### src/rtl/gpu_axi_regs_if.sv
// AXI4-lite bus bundle between the host and the GPU register bank.
// The master modport drives requests; the slave modport returns responses.
interface gpu_axi_regs_if #(
  parameter int SADDR_WIDTH = 32
);
  logic [SADDR_WIDTH-1:0] awaddr;
  logic [2:0]             awprot;
  logic                   awvalid;
  logic                   awready;
  logic [31:0]            wdata;
  logic [3:0]             wstrb;
  logic                   wvalid;
  logic                   wready;
  logic [1:0]             bresp;
  logic                   bvalid;
  logic                   bready;
  logic [SADDR_WIDTH-1:0] araddr;
  logic [2:0]             arprot;
  logic                   arvalid;
  logic                   arready;
  logic [31:0]            rdata;
  logic [1:0]             rresp;
  logic                   rvalid;
  logic                   rready;

  modport master (
    output awaddr, awprot, awvalid, input awready,
    output wdata, wstrb, wvalid, input wready,
    input bresp, bvalid, output bready,
    output araddr, arprot, arvalid, input arready,
    input rdata, rresp, rvalid, output rready
  );

  modport slave (
    input awaddr, awprot, awvalid, output awready,
    input wdata, wstrb, wvalid, output wready,
    output bresp, bvalid, input bready,
    input araddr, arprot, arvalid, output arready,
    output rdata, rresp, rvalid, input rready
  );
endinterface

### src/rtl/gpu_axi_regs.sv
// AXI4-lite register bank and frame controller for the triangle pipeline.
// Optional GPU_FRAME_CNT_EN adds a read-only completed-frame counter at 0x14.
module gpu_axi_regs #(
  parameter int SADDR_WIDTH = 32,
  parameter int MADDR_WIDTH = 32,
  parameter int ADDR_DEC_W  = 8
) (
  input  logic                   clk,
  input  logic                   reset_n,
  gpu_axi_regs_if.slave          bus,
  input  logic                   frame_end,
  output logic                   frame_start,
  output logic                   busy,
  output logic [31:0]            triangles_count,
  output logic [MADDR_WIDTH-1:0] base_addr_vertex,
  output logic [MADDR_WIDTH-1:0] base_addr_color,
  output logic                   irq
);

  localparam logic [ADDR_DEC_W-1:0] A_CTRL   = ADDR_DEC_W'(8'h00);
  localparam logic [ADDR_DEC_W-1:0] A_STATUS = ADDR_DEC_W'(8'h04);
  localparam logic [ADDR_DEC_W-1:0] A_TRI    = ADDR_DEC_W'(8'h08);
  localparam logic [ADDR_DEC_W-1:0] A_VTX    = ADDR_DEC_W'(8'h0C);
  localparam logic [ADDR_DEC_W-1:0] A_COL    = ADDR_DEC_W'(8'h10);
  localparam logic [ADDR_DEC_W-1:0] A_FCNT   = ADDR_DEC_W'(8'h14);
  localparam logic [1:0] RESP_OKAY   = 2'b00;
  localparam logic [1:0] RESP_SLVERR = 2'b10;

  typedef enum logic {ST_IDLE, ST_BUSY} frame_state_t;

  // write holding slots and response
  logic                  aw_full_reg;
  logic [ADDR_DEC_W-1:0] aw_addr_reg;
  logic                  w_full_reg;
  logic [31:0]           w_data_reg;
  logic [3:0]            w_strb_reg;
  logic                  bvalid_reg;
  logic [1:0]            bresp_reg;

  // read response
  logic                  rvalid_reg;
  logic [31:0]           rdata_reg;
  logic [1:0]            rresp_reg;
  logic [31:0]           rd_data_next;
  logic [1:0]            rd_resp_next;

  // register file
  logic                  irq_en_reg;
  logic                  irq_pending_reg;
  logic                  irq_pending_next;
  logic [31:0]           tri_count_reg;
  logic [31:0]           tri_count_next;
  logic [31:0]           vtx_base_reg;
  logic [31:0]           vtx_base_next;
  logic [31:0]           col_base_reg;
  logic [31:0]           col_base_next;

  // frame FSM
  frame_state_t          state_reg;
  frame_state_t          state_next;
  logic                  frame_start_reg;
  logic                  frame_start_next;
  logic                  irq_set;

  logic                  write_fire;
  logic                  sel_ctrl;
  logic                  sel_status;
  logic                  sel_tri;
  logic                  sel_vtx;
  logic                  sel_col;
  logic                  wr_mapped;
  logic                  start_req;
  logic                  w1c_irq;
  logic [ADDR_DEC_W-1:0] rd_addr;

  // protection bits and address bits above the decoded window carry no meaning
  logic [SADDR_WIDTH-1:0] unused_addr_bits;
  logic                   unused_prot_bits;
  assign unused_addr_bits = bus.awaddr ^ bus.araddr;
  assign unused_prot_bits = ^{bus.awprot, bus.arprot};

  assign bus.awready = !aw_full_reg && !bvalid_reg;
  assign bus.wready  = !w_full_reg && !bvalid_reg;
  assign bus.bvalid  = bvalid_reg;
  assign bus.bresp   = bresp_reg;
  assign bus.arready = !rvalid_reg;
  assign bus.rvalid  = rvalid_reg;
  assign bus.rdata   = rdata_reg;
  assign bus.rresp   = rresp_reg;

  assign write_fire = aw_full_reg && w_full_reg && !bvalid_reg;
  assign sel_ctrl   = write_fire && (aw_addr_reg == A_CTRL);
  assign sel_status = write_fire && (aw_addr_reg == A_STATUS);
  assign sel_tri    = write_fire && (aw_addr_reg == A_TRI);
  assign sel_vtx    = write_fire && (aw_addr_reg == A_VTX);
  assign sel_col    = write_fire && (aw_addr_reg == A_COL);
`ifdef GPU_FRAME_CNT_EN
  assign wr_mapped  = sel_ctrl || sel_status || sel_tri || sel_vtx || sel_col ||
                      (aw_addr_reg == A_FCNT);
`else
  assign wr_mapped  = sel_ctrl || sel_status || sel_tri || sel_vtx || sel_col;
`endif
  assign start_req  = sel_ctrl && w_strb_reg[0] && w_data_reg[0];
  assign w1c_irq    = sel_status && w_strb_reg[0] && w_data_reg[1];

  // byte-lane merge for the plain read/write registers
  generate
    for (genvar gi = 0; gi < 4; gi++) begin : g_byte_lane
      assign tri_count_next[8*gi +: 8] = (sel_tri && w_strb_reg[gi]) ?
                                         w_data_reg[8*gi +: 8] : tri_count_reg[8*gi +: 8];
      assign vtx_base_next[8*gi +: 8]  = (sel_vtx && w_strb_reg[gi]) ?
                                         w_data_reg[8*gi +: 8] : vtx_base_reg[8*gi +: 8];
      assign col_base_next[8*gi +: 8]  = (sel_col && w_strb_reg[gi]) ?
                                         w_data_reg[8*gi +: 8] : col_base_reg[8*gi +: 8];
    end
  endgenerate

  // a frame_end landing with the clear still leaves the interrupt pending
  assign irq_pending_next = irq_set || (irq_pending_reg && !w1c_irq);

  always_ff @(posedge clk or negedge reset_n) begin
    if (!reset_n) begin
      aw_full_reg <= 1'b0;
      aw_addr_reg <= '0;
      w_full_reg  <= 1'b0;
      w_data_reg  <= '0;
      w_strb_reg  <= '0;
      bvalid_reg  <= 1'b0;
      bresp_reg   <= RESP_OKAY;
    end else if (write_fire) begin
      aw_full_reg <= 1'b0;
      w_full_reg  <= 1'b0;
      bvalid_reg  <= 1'b1;
      bresp_reg   <= wr_mapped ? RESP_OKAY : RESP_SLVERR;
    end else begin
      if (bus.awvalid && bus.awready) begin
        aw_full_reg <= 1'b1;
        aw_addr_reg <= bus.awaddr[ADDR_DEC_W-1:0];
      end
      if (bus.wvalid && bus.wready) begin
        w_full_reg <= 1'b1;
        w_data_reg <= bus.wdata;
        w_strb_reg <= bus.wstrb;
      end
      if (bvalid_reg && bus.bready) begin
        bvalid_reg <= 1'b0;
      end
    end
  end

  always_ff @(posedge clk or negedge reset_n) begin
    if (!reset_n) begin
      irq_en_reg      <= 1'b0;
      irq_pending_reg <= 1'b0;
      tri_count_reg   <= '0;
      vtx_base_reg    <= '0;
      col_base_reg    <= '0;
    end else begin
      if (sel_ctrl && w_strb_reg[0]) begin
        irq_en_reg <= w_data_reg[1];
      end
      irq_pending_reg <= irq_pending_next;
      tri_count_reg   <= tri_count_next;
      vtx_base_reg    <= vtx_base_next;
      col_base_reg    <= col_base_next;
    end
  end

  always_ff @(posedge clk or negedge reset_n) begin
    if (!reset_n) begin
      state_reg       <= ST_IDLE;
      frame_start_reg <= 1'b0;
    end else begin
      state_reg       <= state_next;
      frame_start_reg <= frame_start_next;
    end
  end

  always_comb begin
    state_next       = state_reg;
    frame_start_next = 1'b0;
    irq_set          = 1'b0;
    case (state_reg)
      ST_IDLE: begin
        if (start_req && (tri_count_reg != 32'd0)) begin
          state_next       = ST_BUSY;
          frame_start_next = 1'b1;
        end
      end
      ST_BUSY: begin
        if (frame_end) begin
          state_next = ST_IDLE;
          irq_set    = 1'b1;
        end
      end
      default: state_next = ST_IDLE;
    endcase
  end

`ifdef GPU_FRAME_CNT_EN
  logic [31:0] frame_cnt_reg;

  always_ff @(posedge clk or negedge reset_n) begin
    if (!reset_n) begin
      frame_cnt_reg <= '0;
    end else if (irq_set) begin
      frame_cnt_reg <= frame_cnt_reg + 32'd1;
    end
  end
`endif

  assign rd_addr = bus.araddr[ADDR_DEC_W-1:0];

  always_comb begin
    rd_data_next = '0;
    rd_resp_next = RESP_OKAY;
    case (rd_addr)
      A_CTRL:   rd_data_next = {30'd0, irq_en_reg, 1'b0};
      A_STATUS: rd_data_next = {30'd0, irq_pending_reg, state_reg == ST_BUSY};
      A_TRI:    rd_data_next = tri_count_reg;
      A_VTX:    rd_data_next = vtx_base_reg;
      A_COL:    rd_data_next = col_base_reg;
`ifdef GPU_FRAME_CNT_EN
      A_FCNT:   rd_data_next = frame_cnt_reg;
`endif
      default:  rd_resp_next = RESP_SLVERR;
    endcase
  end

  always_ff @(posedge clk or negedge reset_n) begin
    if (!reset_n) begin
      rvalid_reg <= 1'b0;
      rdata_reg  <= '0;
      rresp_reg  <= RESP_OKAY;
    end else if (bus.arvalid && bus.arready) begin
      rvalid_reg <= 1'b1;
      rdata_reg  <= rd_data_next;
      rresp_reg  <= rd_resp_next;
    end else if (rvalid_reg && bus.rready) begin
      rvalid_reg <= 1'b0;
    end
  end

  assign frame_start      = frame_start_reg;
  assign busy             = (state_reg == ST_BUSY);
  assign triangles_count  = tri_count_reg;
  assign base_addr_vertex = vtx_base_reg[MADDR_WIDTH-1:0];
  assign base_addr_color  = col_base_reg[MADDR_WIDTH-1:0];
  assign irq              = irq_pending_reg && irq_en_reg;

endmodule

### src/flat_wrapper.sv
// flat-port wrapper written by rule: the top's interface ports become plain ports
module gpu_axi_regs_flat 
#(
  parameter int SADDR_WIDTH = 32,
  parameter int MADDR_WIDTH = 32,
  parameter int ADDR_DEC_W  = 8
)
  (clk, reset_n, frame_end, frame_start, busy, triangles_count, base_addr_vertex, base_addr_color, irq, bus_awaddr, bus_awprot, bus_awvalid, bus_awready, bus_wdata, bus_wstrb, bus_wvalid, bus_wready, bus_bresp, bus_bvalid, bus_bready, bus_araddr, bus_arprot, bus_arvalid, bus_arready, bus_rdata, bus_rresp, bus_rvalid, bus_rready);
  gpu_axi_regs_if #(.SADDR_WIDTH(SADDR_WIDTH)) bus_i ();
  input  logic clk;
  input  logic reset_n;
  input  logic frame_end;
  output logic frame_start;
  output logic busy;
  output logic [31:0] triangles_count;
  output logic [MADDR_WIDTH-1:0] base_addr_vertex;
  output logic [MADDR_WIDTH-1:0] base_addr_color;
  output logic irq;
  input wire logic [$bits(bus_i.awaddr)-1:0] bus_awaddr;
  input wire logic [$bits(bus_i.awprot)-1:0] bus_awprot;
  input wire logic [$bits(bus_i.awvalid)-1:0] bus_awvalid;
  output wire logic [$bits(bus_i.awready)-1:0] bus_awready;
  input wire logic [$bits(bus_i.wdata)-1:0] bus_wdata;
  input wire logic [$bits(bus_i.wstrb)-1:0] bus_wstrb;
  input wire logic [$bits(bus_i.wvalid)-1:0] bus_wvalid;
  output wire logic [$bits(bus_i.wready)-1:0] bus_wready;
  output wire logic [$bits(bus_i.bresp)-1:0] bus_bresp;
  output wire logic [$bits(bus_i.bvalid)-1:0] bus_bvalid;
  input wire logic [$bits(bus_i.bready)-1:0] bus_bready;
  input wire logic [$bits(bus_i.araddr)-1:0] bus_araddr;
  input wire logic [$bits(bus_i.arprot)-1:0] bus_arprot;
  input wire logic [$bits(bus_i.arvalid)-1:0] bus_arvalid;
  output wire logic [$bits(bus_i.arready)-1:0] bus_arready;
  output wire logic [$bits(bus_i.rdata)-1:0] bus_rdata;
  output wire logic [$bits(bus_i.rresp)-1:0] bus_rresp;
  output wire logic [$bits(bus_i.rvalid)-1:0] bus_rvalid;
  input wire logic [$bits(bus_i.rready)-1:0] bus_rready;
  assign bus_i.awaddr = bus_awaddr;
  assign bus_i.awprot = bus_awprot;
  assign bus_i.awvalid = bus_awvalid;
  assign bus_awready = bus_i.awready;
  assign bus_i.wdata = bus_wdata;
  assign bus_i.wstrb = bus_wstrb;
  assign bus_i.wvalid = bus_wvalid;
  assign bus_wready = bus_i.wready;
  assign bus_bresp = bus_i.bresp;
  assign bus_bvalid = bus_i.bvalid;
  assign bus_i.bready = bus_bready;
  assign bus_i.araddr = bus_araddr;
  assign bus_i.arprot = bus_arprot;
  assign bus_i.arvalid = bus_arvalid;
  assign bus_arready = bus_i.arready;
  assign bus_rdata = bus_i.rdata;
  assign bus_rresp = bus_i.rresp;
  assign bus_rvalid = bus_i.rvalid;
  assign bus_i.rready = bus_rready;
  gpu_axi_regs #(.SADDR_WIDTH(SADDR_WIDTH), .MADDR_WIDTH(MADDR_WIDTH), .ADDR_DEC_W(ADDR_DEC_W)) u_core (.clk(clk), .reset_n(reset_n), .bus(bus_i), .frame_end(frame_end), .frame_start(frame_start), .busy(busy), .triangles_count(triangles_count), .base_addr_vertex(base_addr_vertex), .base_addr_color(base_addr_color), .irq(irq));
endmodule
### config.mk
export PLATFORM = sky130hd
export DESIGN_NAME = gpu_axi_regs_flat
export DESIGN_NICKNAME = d
export VERILOG_FILES = /design/src/rtl/gpu_axi_regs_if.sv /design/src/rtl/gpu_axi_regs.sv /design/src/flat_wrapper.sv
export SDC_FILE = /design/constraint.sdc
export NUM_CORES = 1
export LEC_CHECK = 0
export ABC_AREA = 1
export BUFFER_PORTS_ARGS = -buffer_cell sky130_fd_sc_hd__clkbuf_2
export CORE_MARGIN = 2
export CORE_UTILIZATION = 40
export DETAILED_ROUTE_END_ITERATION = 16
export PLACE_DENSITY = 0.76
export SYNTH_ARGS = -nofsm -noshare
export SYNTH_HDL_FRONTEND = slang
export SYNTH_SLANG_ARGS = --single-unit
### constraint.sdc
create_clock -name clk -period 1.4 [get_ports clk]
set_input_delay 0.28 -clock clk [delete_from_list [all_inputs] [get_ports clk]]
set_output_delay 0.28 -clock clk [all_outputs]
set_load 0.1 [all_outputs]
==> summary.md <==
| Metric | Value |
|---|---|
| Clock insertion delay at the later pin of the skew report | `0.44 ns` |
| Placer's final routability congestion estimate | `0.853` |
| Unrepaired setup endpoints after global routing | `true` |
| Worst path cell trace | `buf_4, nor2_4, buf_12` |
| Largest net degree at the start of global routing | `39` |
| IO buf count | `197` |
| Achievable frequency | `575 MHz` |
| Layout cell share with drive strength beyond 1 | `44.7%` |
| Asr flop ratio synth | `100%` |
| Via count of the first global-routing pass | `8459` |
| Area of the die | `21300 um^2` |
| Worst path max stage delay | `0.44 ns` |
| First-pass GRT wire length | `46800 um` |
| Worst setup margin | `-0.338 ns` |
| Worst IR drop on VDD | `1.78 mV` |
| Count of pins on the block boundary | `254` |
| Type of the setup path with the least slack | `reg2out` |
| Routed wirelength normalized by instance count | `20.6 um` |
| Violated checks | `setup timing` |
| Reported leakage power | `6.57 nW` |
| Clock transition at the registers of the reported paths | `0.07 ns` |
| CP required | `1.12 ns` |
| Destination of the worst register-to-register timing path | `u_core.bus.bresp[1]$_DFFE_PN0N_` |
| Overflow left after global routing | `0` |
| Number of maximum-capacitance violations | `0` |
| Overall routing resource usage | `28.3%` |
| Share of total power in the clock network | `24.1%` |
| Delay-heaviest family, CP | `flip-flops` |
| Class of the most critical hold timing path | `in2reg` |
| Horizontal die dimension | `146 um` |
| Comb power frac | `40.0%` |
| Number of detailed-route iterations in the first pass | `5` |
| Instance count along the most critical hold path | `2` |
| Number of CTS-inserted buffers | `17` |
| Remaining routing DRC violations | `0` |
| Mean area per synthesized cell | `8.61 um^2` |
| Result of the run | `finished, violations left` |
| Worst slew margin relative to its limit | `59.0%` |
| Core Footprint | `19600 um^2` |
| Buffers from clock root to sink, at most | `2` |
| Clock Sinks | `182` |
| Final setup violation count | `144` |
| Final net count | `1359` |
| Final hold vios | `0` |
| Post-synthesis cell type count | `26` |
| DPL Wire Length | `19100 um` |
| Sequential Power Share | `36.0%` |
| Internal power summed over all cells | `11.2 mW` |
| Biggest fanout along the worst timing path | `2` |
| Count of buffering cells on the critical path with inverters included | `2` |
| Detailed-route via count | `8327` |
| Crit Reg-Reg Startpoint | `u_core.bus.bvalid$_DFFE_PN0P_` |
| Flip-flop and latch count after synthesis | `182` |
| Pwr/cell area | `1370 nW/um^2` |
| Part of the cycle the worst path needs | `124%` |
| Total wire length | `31400 um` |
| Share of total power consumed by net switching | `41.1%` |
| Synth Cell Area | `8050 um^2` |
| Vias/cell | `5.47` |
| Min-delay src | `bus_rready` |
| Leading cell type by number of instances after synthesis | `nand2_1` |
| Proportion of netlist area held by the largest area contributor | `56.6%` |
| R2R Setup Slk | `-0.32 ns` |
| Top cells by instance count after synthesis | `nand2_1, dfrtp_1, nand3_1` |
| Synthesis-to-finish area growth | `72.3%` |
| Element type at the critical path end | `output pin` |
| Site row count | `51` |
| Count of yosys warnings during synthesis | `0` |
| Synth Flop Type | `dfrtp_1` |
| Minimum setup slack after placement | `-0.218 ns` |
| Antenna violations before repair | `0` |
| Violation count after the first detailed-routing iteration | `615` |
| Number of pins exceeding their max-slew limit in the final report | `0` |
| Die Span Y | `146 um` |
| Post-synth EDFFs | `0` |
| Root cell of the clock tree | `clkbuf_16` |
| DRT antenna net count | `0` |
| Final Util | `70.8%` |
| Time the worst path needs with I/O delays and setup | `1.74 ns` |
| Clock Skews | `0.0102 ns` |
| Post-synthesis sequential area ratio | `56.6%` |
| Synthesized netlist cell count | `935` |
| Biggest area consumer among synthesized cells | `dfrtp_1` |
| Clock tree from TritonCTS | `yes` |
| Area contributors post-synth | `dfrtp_1, nand2_1, nand3_1` |
| Worst-Margin Slew | `0.615 ns` |
| Switching power | `7.82 mW` |
| Arrival @ worst endpoint | `1.46 ns` |
| Setup crit start kind | `flip-flop` |
| R2R cell count | `12` |
| Count of antenna diodes in the layout | `0` |
| Starting density of the core | `41.1%` |
| Terminating pin of the worst hold path | `u_core.bus.rvalid$_DFFE_PN0P_` |
| Slowest CP cell | `dfrtp_1` |
| Number of H-tree levels | `4` |
area by class of cell:
cell class,instances,area (um^2)
Inverter,65,274
Clock buffer,19,453
Fill cell,1281,5730
Tap cell,265,332
Timing Repair Buffer,321,4370
Clock inverter,13,97.6
Timing Repair inverter,1,16.3
Sequential cell,182,4600
Multi-Input combinational cell,657,3710
metal layers:
layer | global-route usage [%] | vias up | wire, um
met5 | 0 | - | 0
met4 | 12.0 | 0 | 1050
met3 | 6.36 | 72 | 2410
met2 | 47.6 | 454 | 16000
met1 | 35.3 | 4099 | 11900
li1 | - | 3702 | -
logic make-up (layout without fill, tap and decap cells):
| group | count (synthesis) | after routing | synth area share (%) |
|---|---|---|---|
| flops | 182 | 182 | 56.6 |
| buf+inv | 109 | 419 | 6.10 |
| compound gates | 143 | 143 | 9.67 |
| mux | 3 | 3 | 0.420 |
| simple gates | 497 | 509 | 27.2 |
| other cells | 1 | 2 | 0.0466 |
stage by stage:
step	setup TNS [ns]	power, mW	cells	hold slack [ns]	cell area [um^2]
final	-26.74	19.0	1523	0.0354	13900
after global routing	-35.82	19.7	1523	0.0360	13900
after CTS	-16.74	18.2	1510	0.0172	13400
after detailed placement	-15.58	13.1	1443	0.231	12200
after global placement	-11.45	12.9	1443	0.233	12200
after floorplan	-54.20	10.5	936	-0.0156	8340
how the worst max path moves through the flow:
stage,start,endpoint,slack [ns],cells after the start
detailed placement,u_core.aw_addr_reg[7]$_DFFE_PN0P_,u_core.triangles_count[8]$_DFFE_PN0P_,-0.22,7
finish,u_core.w_full_reg$_DFFE_PN0P_,bus_wready,-0.34,3
global placement,u_core.aw_addr_reg[7]$_DFFE_PN0P_,u_core.triangles_count[15]$_DFFE_PN0P_,-0.18,7
global route,u_core.bus.bvalid$_DFFE_PN0P_,u_core.base_addr_vertex[23]$_DFFE_PN0P_,-0.41,9
floorplan,u_core.bus.rvalid$_DFFE_PN0P_,u_core.bus.rdata[10]$_DFFE_PN0P_,-0.45,5
CTS,u_core.bus.bvalid$_DFFE_PN0P_,bus_wready,-0.28,3
cell usage in the layout (no fill, tap or decap), drive strengths merged:
cell / count
o21ai: 101
nor2: 86
clkbuf: 83
mux2: 3
nand4: 4
conb: 2
o31ai: 1
dlygate4sd3: 2
dfrtp: 182
nor3: 1
nand3: 135
clkinvlp: 2
nand2: 281
clkinv: 10
and2: 2
buf: 255
a21oi: 41
inv: 67
timing repair:
action	CTS	global route
gates resized for setup	85	115
setup endpoints to repair	134	180
setup buffers	30	8
pin swaps	26	43
endpoints found under the hold margin	29	0
hold buffers	2	0
cloned	12	6
power by group through the flow:
stage               logic (mW)  registers [mW]  clock network [mW]
global placement          6.17            6.73                   0
detailed placement        6.33            6.78                   0
finish                    7.60            6.83                4.57
floorplan                 2.37            8.14                   0
CTS                       6.92            6.75                4.56
global route              7.97            6.91                4.82
Note: power is estimated with default switching activity, not from simulation.
